<file path="config.mk">
export PLATFORM = sky130hd
export DESIGN_NAME = bht_controller
export DESIGN_NICKNAME = d
export VERILOG_FILES = /design/src/rtl/bht_controller.sv
export SDC_FILE = /design/constraint.sdc
export NUM_CORES = 1
export LEC_CHECK = 0
export CORE_MARGIN = 3
export CORE_UTILIZATION = 55
export CTS_CLUSTER_SIZE = 25
export DETAILED_ROUTE_END_ITERATION = 7
export HOLD_SLACK_MARGIN = 0.06
export PLACE_DENSITY = 0.85
export SLEW_MARGIN = 5
export SYNTH_ARGS = -nofsm -noshare
export SYNTH_HDL_FRONTEND = slang
export SYNTH_SLANG_ARGS = --single-unit
</file>
<file path="constraint.sdc">
create_clock -name clk -period 3.1 [get_ports clk]
set_input_delay 0.62 -clock clk [delete_from_list [all_inputs] [get_ports clk]]
set_output_delay 0.62 -clock clk [all_outputs]
set_load 0.05 [all_outputs]
</file>
<file path="src/rtl/bht_controller.sv">
// Branch history table controller: a table of 2-bit saturating counters
// (00 StrongTaken .. 11 StrongNotTaken) behind one shared access port.
// Fetch lookups and queued resolve-stage updates take turns on that port.
//
// state | meaning
// ------+----------------------------------------------------------------
// INIT  | clearing sweep, one entry per cycle; lookups/updates ignored
// RUN   | serving lookups, draining the 2-entry update queue
module bht_controller #(
    parameter int IDX_W = 4,
    parameter int PC_W  = 16
) (
    input  logic            clk,
    input  logic            rst_n,
    input  logic            lookup_req,
    input  logic [PC_W-1:0] lookup_pc,
    output logic            stall_fetch,
    output logic            pred_valid,
    output logic            pred_taken,
    input  logic            upd_valid,
    input  logic [PC_W-1:0] upd_pc,
    input  logic            upd_br,
    input  logic            upd_taken,
    output logic            upd_full,
    input  logic            flush_tbl,
    output logic            init_busy,
    output logic            ovf_err
);

    localparam int DEPTH = 1 << IDX_W;

    typedef enum logic {ST_INIT, ST_RUN} state_e;

    state_e           state_q, state_d;
    logic [IDX_W-1:0] init_idx_q, init_idx_d;
    logic [1:0]       count_q, count_d;
    logic [IDX_W-1:0] q0_idx_q, q0_idx_d, q1_idx_q, q1_idx_d;
    logic             q0_tkn_q, q0_tkn_d, q1_tkn_q, q1_tkn_d;
    logic             pred_valid_q, pred_valid_d;
    logic             pred_taken_q, pred_taken_d;
    logic             ovf_err_q, ovf_err_d;

    logic [1:0]       tbl_q [DEPTH];
    logic             tbl_we;
    logic [IDX_W-1:0] tbl_waddr;
    logic [1:0]       tbl_wdata;

    logic [IDX_W-1:0] lk_idx, up_idx;
    logic [1:0]       head_ctr, head_next;
    logic             pop, push;
    logic [1:0]       cnt_after;

    assign lk_idx   = lookup_pc[IDX_W-1:0];
    assign up_idx   = upd_pc[IDX_W-1:0];
    assign head_ctr = tbl_q[q0_idx_q];

    // Saturating step of the queue-head counter: taken moves toward 00.
    always_comb begin
        head_next = head_ctr;
        if (q0_tkn_q) begin
            if (head_ctr != 2'b00) head_next = head_ctr - 2'b01;
        end else begin
            if (head_ctr != 2'b11) head_next = head_ctr + 2'b01;
        end
    end

    // Enqueue looks at the registered count so a new entry waits a cycle.
    assign push = (state_q == ST_RUN) && upd_valid && upd_br &&
                  (count_q != 2'd2) && !flush_tbl;

    // Next-state, port arbitration and queue bookkeeping.
    always_comb begin
        state_d      = state_q;
        init_idx_d   = init_idx_q;
        count_d      = count_q;
        q0_idx_d     = q0_idx_q;
        q0_tkn_d     = q0_tkn_q;
        q1_idx_d     = q1_idx_q;
        q1_tkn_d     = q1_tkn_q;
        pred_valid_d = 1'b0;
        pred_taken_d = pred_taken_q;
        ovf_err_d    = ovf_err_q;
        tbl_we       = 1'b0;
        tbl_waddr    = init_idx_q;
        tbl_wdata    = 2'b00;
        pop          = 1'b0;

        case (state_q)
            ST_INIT: begin
                tbl_we     = 1'b1;
                tbl_waddr  = init_idx_q;
                tbl_wdata  = 2'b00;
                init_idx_d = init_idx_q + 1'b1;
                if (&init_idx_q) state_d = ST_RUN;
            end
            ST_RUN: begin
                // A full queue outranks fetch so resolve never stalls forever.
                if (count_q == 2'd2) begin
                    pop = 1'b1;
                end else if (lookup_req) begin
                    pred_valid_d = 1'b1;
                    pred_taken_d = ~tbl_q[lk_idx][1];
                end else if (count_q != 2'd0) begin
                    pop = 1'b1;
                end
                if (pop) begin
                    tbl_we    = 1'b1;
                    tbl_waddr = q0_idx_q;
                    tbl_wdata = head_next;
                end
                if (upd_valid && upd_br && (count_q == 2'd2)) ovf_err_d = 1'b1;
            end
            default: state_d = ST_INIT;
        endcase

        if (pop) begin
            q0_idx_d = q1_idx_q;
            q0_tkn_d = q1_tkn_q;
        end
        cnt_after = count_q - {1'b0, pop};
        if (push) begin
            if (cnt_after == 2'd0) begin
                q0_idx_d = up_idx;
                q0_tkn_d = upd_taken;
            end else begin
                q1_idx_d = up_idx;
                q1_tkn_d = upd_taken;
            end
        end
        count_d = cnt_after + {1'b0, push};

        // Flush wins over everything except the sticky overflow flag.
        if (flush_tbl) begin
            state_d      = ST_INIT;
            init_idx_d   = '0;
            count_d      = 2'd0;
            pred_valid_d = 1'b0;
            pred_taken_d = pred_taken_q;
            tbl_we       = 1'b0;
        end
    end

    // Control and queue registers.
    always_ff @(posedge clk or negedge rst_n) begin
        if (!rst_n) begin
            state_q      <= ST_INIT;
            init_idx_q   <= '0;
            count_q      <= 2'd0;
            q0_idx_q     <= '0;
            q0_tkn_q     <= 1'b0;
            q1_idx_q     <= '0;
            q1_tkn_q     <= 1'b0;
            pred_valid_q <= 1'b0;
            pred_taken_q <= 1'b0;
            ovf_err_q    <= 1'b0;
        end else begin
            state_q      <= state_d;
            init_idx_q   <= init_idx_d;
            count_q      <= count_d;
            q0_idx_q     <= q0_idx_d;
            q0_tkn_q     <= q0_tkn_d;
            q1_idx_q     <= q1_idx_d;
            q1_tkn_q     <= q1_tkn_d;
            pred_valid_q <= pred_valid_d;
            pred_taken_q <= pred_taken_d;
            ovf_err_q    <= ovf_err_d;
        end
    end

    // Counter storage; contents are established by the INIT sweep.
    always_ff @(posedge clk) begin
        if (tbl_we) tbl_q[tbl_waddr] <= tbl_wdata;
    end

    assign init_busy   = (state_q == ST_INIT);
    assign stall_fetch = init_busy || (count_q == 2'd2);
    assign upd_full    = init_busy || (count_q == 2'd2);
    assign pred_valid  = pred_valid_q;
    assign pred_taken  = pred_taken_q;
    assign ovf_err     = ovf_err_q;

endmodule

</file>
---- After elaboration in Yosys (flattened, before gate mapping) ----
Memories as Yosys holds them, arrays and structs flattened.
Index checks and enable logic that the tools add are counted.
operators by class
  add/subtract/negate cells ............... 5
  eq/ne operators ......................... 4
  multiplexer cells ....................... 33
  bitwise logic cells ..................... 5
  reduce and logical (&&, ||, !) cells .... 15
operators with widths
  kind                   number
  $mux W4                6
  $mux W1                19
  $mux W2                5
  $pmux W4 S2            1
  $reduce_and A4 Y1      2
  $logic_and A1 B1 Y1    6
  $ne A2 B2 Y1 const B   3
  $not A1 Y1             5
  $add A4 B1 Y4 const B  1
  $pmux W2 S2            1
  $reduce_and A2 Y1      2
  $reduce_bool A2 Y1     2
  $add A2 B1 Y2          1
  $add A2 B1 Y2 const B  1
  $eq A2 B2 Y1 const B   1
  $logic_not A2 Y1       1
  $pmux W1 S2            1
  $sub A2 B1 Y2          1
  $sub A2 B1 Y2 const B  1
  $logic_not A1 Y1       1
  $logic_or A1 B1 Y1     1
word-level totals
  register bits ........................... 20
  RAM bits ................................ 32
  output and inout port bits .............. 6
  word-level logic and storage cells ...... 73
  memories kept ........................... 1
memory list
  name   depth  width  read ports  clocked after Yosys merged registers in  wr ports  line  text
  tbl_q  16     2      2           0                                        1         43    logic [1:0] tbl_q [DEPTH];

---- Logic depth before layout (Yosys ltp) ----
  word-level depth ........................ 10
  gate-level depth with buffers ........... 9
  gate-level depth less buffers ........... 9

---- Worst setup path after synthesis ----
Ideal clock, no wire load.
  path type ............................... input port to flip-flop
  start point ............................. input lookup_req
  end point ............................... register q0_idx_q[0]
  arrival time ............................ 2.007 ns
  slack ................................... 0.958 ns
  cell stages on the path ................. 8
  path through ............................ nand2_1 o211ai_1 inv_2 ha_1 xnor2_1 nand2_1 nor2_2 o21ai_0
between the ends
  cells in the longest elaborated chain, start to end .. 8
  elaborated cells between the ends (all ways) .. 9
ends and longest elaborated chain
  what                       line  text
  from (decl)                15    input logic lookup_req,
  $mux W1 (*)                100   end else if (lookup_req) begin
  $mux W1 (*)                98    if (count_q == 2'd2) begin
  $mux W1 (*) (2 in series)  88    case (state_q)
  $sub A2 B1 Y2              120   cnt_after = count_q - {1'b0, pop};
  $logic_not A2 Y1           122   if (cnt_after == 2'd0) begin
  $mux W4                    122
  $mux W4 (*)                121   if (push) begin
  named net q0_idx_d[0]      37    logic [IDX_W-1:0] q0_idx_q, q0_idx_d, q1_idx_q, q1_idx_d;
  to (signal assigned)       160   q0_idx_q <= q0_idx_d;
  to (decl)                  37
Mark *: on every way through the listed nets, which the timed path passes. The rest lies on a longest branch. The select of a mux whose other input is x is not followed.
A chain may end at the register's enable or synchronous reset.

---- Worst setup path in the final report ----
  start point ............................. register q0_idx_q[2]
  end point ............................... memory tbl_q[14][1] (data pin)
between the ends
  cells in the longest elaborated chain, start to end .. 6
  elaborated cells between the ends (all ways) .. 10
ends and longest elaborated chain
  what                                   line    text
  $mem_v2 Z16 W2 (*)                     -
  $add A2 B1 Y2 (tied with other cells)  63      if (head_ctr != 2'b11) head_next = head_ctr + 2'b01;
  $mux W2, on equally long branches      63, 61
  $mux W2 (*)                            60      if (q0_tkn_q) begin
  $mux W2 (*)                            106     if (pop) begin
  $pmux W2 S2 (*)                        88
  named net tbl_wdata[1]                 46      logic [1:0] tbl_wdata;
  to (decl)                              43
Mark *: on every way through the listed nets, which the timed path passes. The rest lies on a longest branch.

==> out/metrics.cfg <==
[critical_path]
crit_path_cell_trace=mux4_2 -> nand3_1 -> and3_4 -> maj3_2 -> nor2_1
cp_slowest_stage_delay_ps=740
critPathBufInv=0
worstPathArrival_ps=2620
r2r-end=tbl_q[14][1]
slowest_stage=nor2_1
critPathTopFamily=simple AND/OR/NAND/NOR gates
critical_path.max_fanout=16
start_kind=flip-flop
r2r_start=q0_idx_q[2]
crit_path_end_kind=flip-flop
ff2ff_setup_slack_ps=450
r2r_cells=5
required_ps=3070
worstSetupPathType=flip-flop to flip-flop

[timing]
finalSetupViolations=0
max_freq_mhz=377.1
slew_headroom=0.3464
maxSlewViolCount=0
rsz0062_at_grt=false
tightest_slew_ps=976.8
hold_violations=0
tns_ps=0
worst_slack_ps=447.9
fin_crit_sh=0.8555
period_needed_ps=2652
clock_skew_ps=7.574

[synth]
avgSynthCellArea_um2=13.63
synth-edff-count=32
ys_seq_area_frac=0.5734
async_flop_share=0.3846
synth.distinct_cells=39
syn_area_mm2=0.002549
synth_area_leaders=edfxtp_1, dfrtp_1, mux4_2
netlist_top_cells_count=edfxtp_1, nor2_1, dfrtp_1, nand2_1
ys_warn_count=0
synth.most_common_cell=edfxtp_1
syn_inst=187
synth_nets=229
synth-seq-cells=52
ys.flop_type=edfxtp_1
synth_top_area_cell=edfxtp_1
netlist.area_leader.share=0.3770

[place]
dp_slack_ps=348.9
place_congestion=0.8471
dpl.hpwl_um=3464
port_buffers=20

[cells_and_area]
fin_nets=251
num_antenna_cells=0
area_delta_synth_final_pct=11.88
layout-drive-gt1-share=0.1619

[run]
maxCapViolCount=0

[power_and_ir_drop]
powerDensity_mw_per_mm2=436.1
vdd_drop_max_v=0.0002441
leakage_nw=1.102

[clocking]
clock_path_buffers=2
cts.hold.buffers_added=0
cts-htree-levels=2
cts_root_buf=clkbuf_8
cts_sinks=52
post_cts_buffers=0
insertion_delay_ps=310
clk_pin_slew_worst_paths_ps=80
cts_resized=0
cts-buffers-inserted=5
cts_tree=done

[routing]
first_pass_iters=4
vias_per_cell=6.073
drt_iter0_drc=201
post_drt_wl_per_cell_um=18.48
remaining_drc_errors=0
antenna_left=0
num_vias=1591
wl_um=4841

[floorplanning]
dieArea_mm2=0.005487
die_y_um=74.08
io_pins=45
start_util=0.5774
row_count=24
coreArea_mm2=0.004414
die_w_um=74.08

[hold_path]
hold_end=ovf_err
hold_class=flip-flop to flip-flop
hold_path_startpoint=ovf_err
min_path_cells=1

[grt]
grt_usage=0.2016
grt_pass1_wl_um=8093
grt.overflow.total=0
grt_pass1_vias=1660
antenna_found_initial=0
grt_max_degree=21

[status]
status=completed

[flip-flops by register name, indices dropped and copies added (netlist names)]
name        cells
ovf_err         1
pred_valid      1
q0_idx_q        4
q1_tkn_q        1
tbl_q          32
state_q         1
q1_idx_q        4
pred_taken      1
count_q         2
init_idx_q      4
q0_tkn_q        1
[stage by stage]
stage	instance area, um2	hold WS (ps)	std cells	utilization	power (mW)
2_1_floorplan	2549	324.4	187	-	0.8392
3_3_place_gp	2763	461.2	254	0.6259	0.8774
3_5_place_dp	2763	466.6	254	0.6259	0.8807
4_1_cts	2851	486.9	262	0.6460	1.258
5_1_grt	2851	520.9	262	0.6460	1.290
6_report	2851	481.3	262	0.6460	1.244
[worst reg2reg max path, cell delays in order, from the launching register on]
cell and delay, ps:
dfrtp_1 680, mux4_2 310, nand3_1 90, and3_4 210, maj3_2 300, nor2_1 740
[final cells by class]
cell class	instances	area, um2
inverter	7	26.28
timing repair buffer	23	222.7
tap	52	65.06
clock inverter	2	16.27
sequential	52	1461
clock buffer	6	72.57
multi-input combinational	120	987.2
fill	330	1563
[how the worst max path moves through the flow]
stage / from / end / slack (ps) / depth (start not counted)
3_5_place_dp: lookup_req / q0_idx_q[0] / 350 / 9
2_1_floorplan: lookup_req / q0_idx_q[0] / 960 / 8
3_3_place_gp: lookup_req / q0_idx_q[1] / 420 / 9
5_1_grt: q0_idx_q[2] / tbl_q[10][1] / 260 / 5
4_1_cts: q0_idx_q[0] / tbl_q[14][1] / 440 / 6
6_report: q0_idx_q[2] / tbl_q[14][1] / 450 / 5
[cells by family (layout without fill, tap and decap cells)]
group | count (synthesis) | after routing | share of synthesized area
AOI/OAI and AO/OA | 21 | 21 | 0.05056
xor gates and xnor gates | 5 | 5 | 0.01719
adders and majority gates | 5 | 5 | 0.02357
buffers and inverters | 15 | 38 | 0.03927
DFF | 52 | 52 | 0.5734
muxes | 24 | 24 | 0.1664
and+or+nand+nor | 65 | 65 | 0.1296
[cell usage in the layout (no fill, tap or decap), types with 5 or more instances in the layout]
| master | instances |
|---|---|
| nor2_1 | 24 |
| dfrtp_1 | 20 |
| edfxtp_1 | 32 |
| mux2i_1 | 6 |
| mux4_2 | 9 |
| mux2_2 | 5 |
| clkbuf_8 | 5 |
| inv_1 | 6 |
| o21ai_0 | 9 |
| clkdlybuf4s50_1 | 20 |
| nand2_1 | 12 |
| nor3b_1 | 7 |
[routing by layer]
metal / up-vias / wire (um) / track usage
li1: 744 / - / -
met1: 770 / 1912 / 0.2523
met2: 66 / 2551 / 0.3445
met3: 11 / 286 / 0.03243
met4: 0 / 91 / 0.09256
met5: - / 0 / 0
[power by group]
| group | switching, mW | leakage [nW] | internal (mW) | total (mW) |
|---|---|---|---|---|
| Clock | 0.216 | 0.0414 | 0.161 | 0.377 |
| Sequential | 0.0145 | 0.600 | 0.743 | 0.758 |
| Combinational | 0.0534 | 0.460 | 0.0555 | 0.109 |
| Total | 0.284 | 1.10 | 0.960 | 1.24 |
Note: power is estimated with default switching activity, not from simulation.
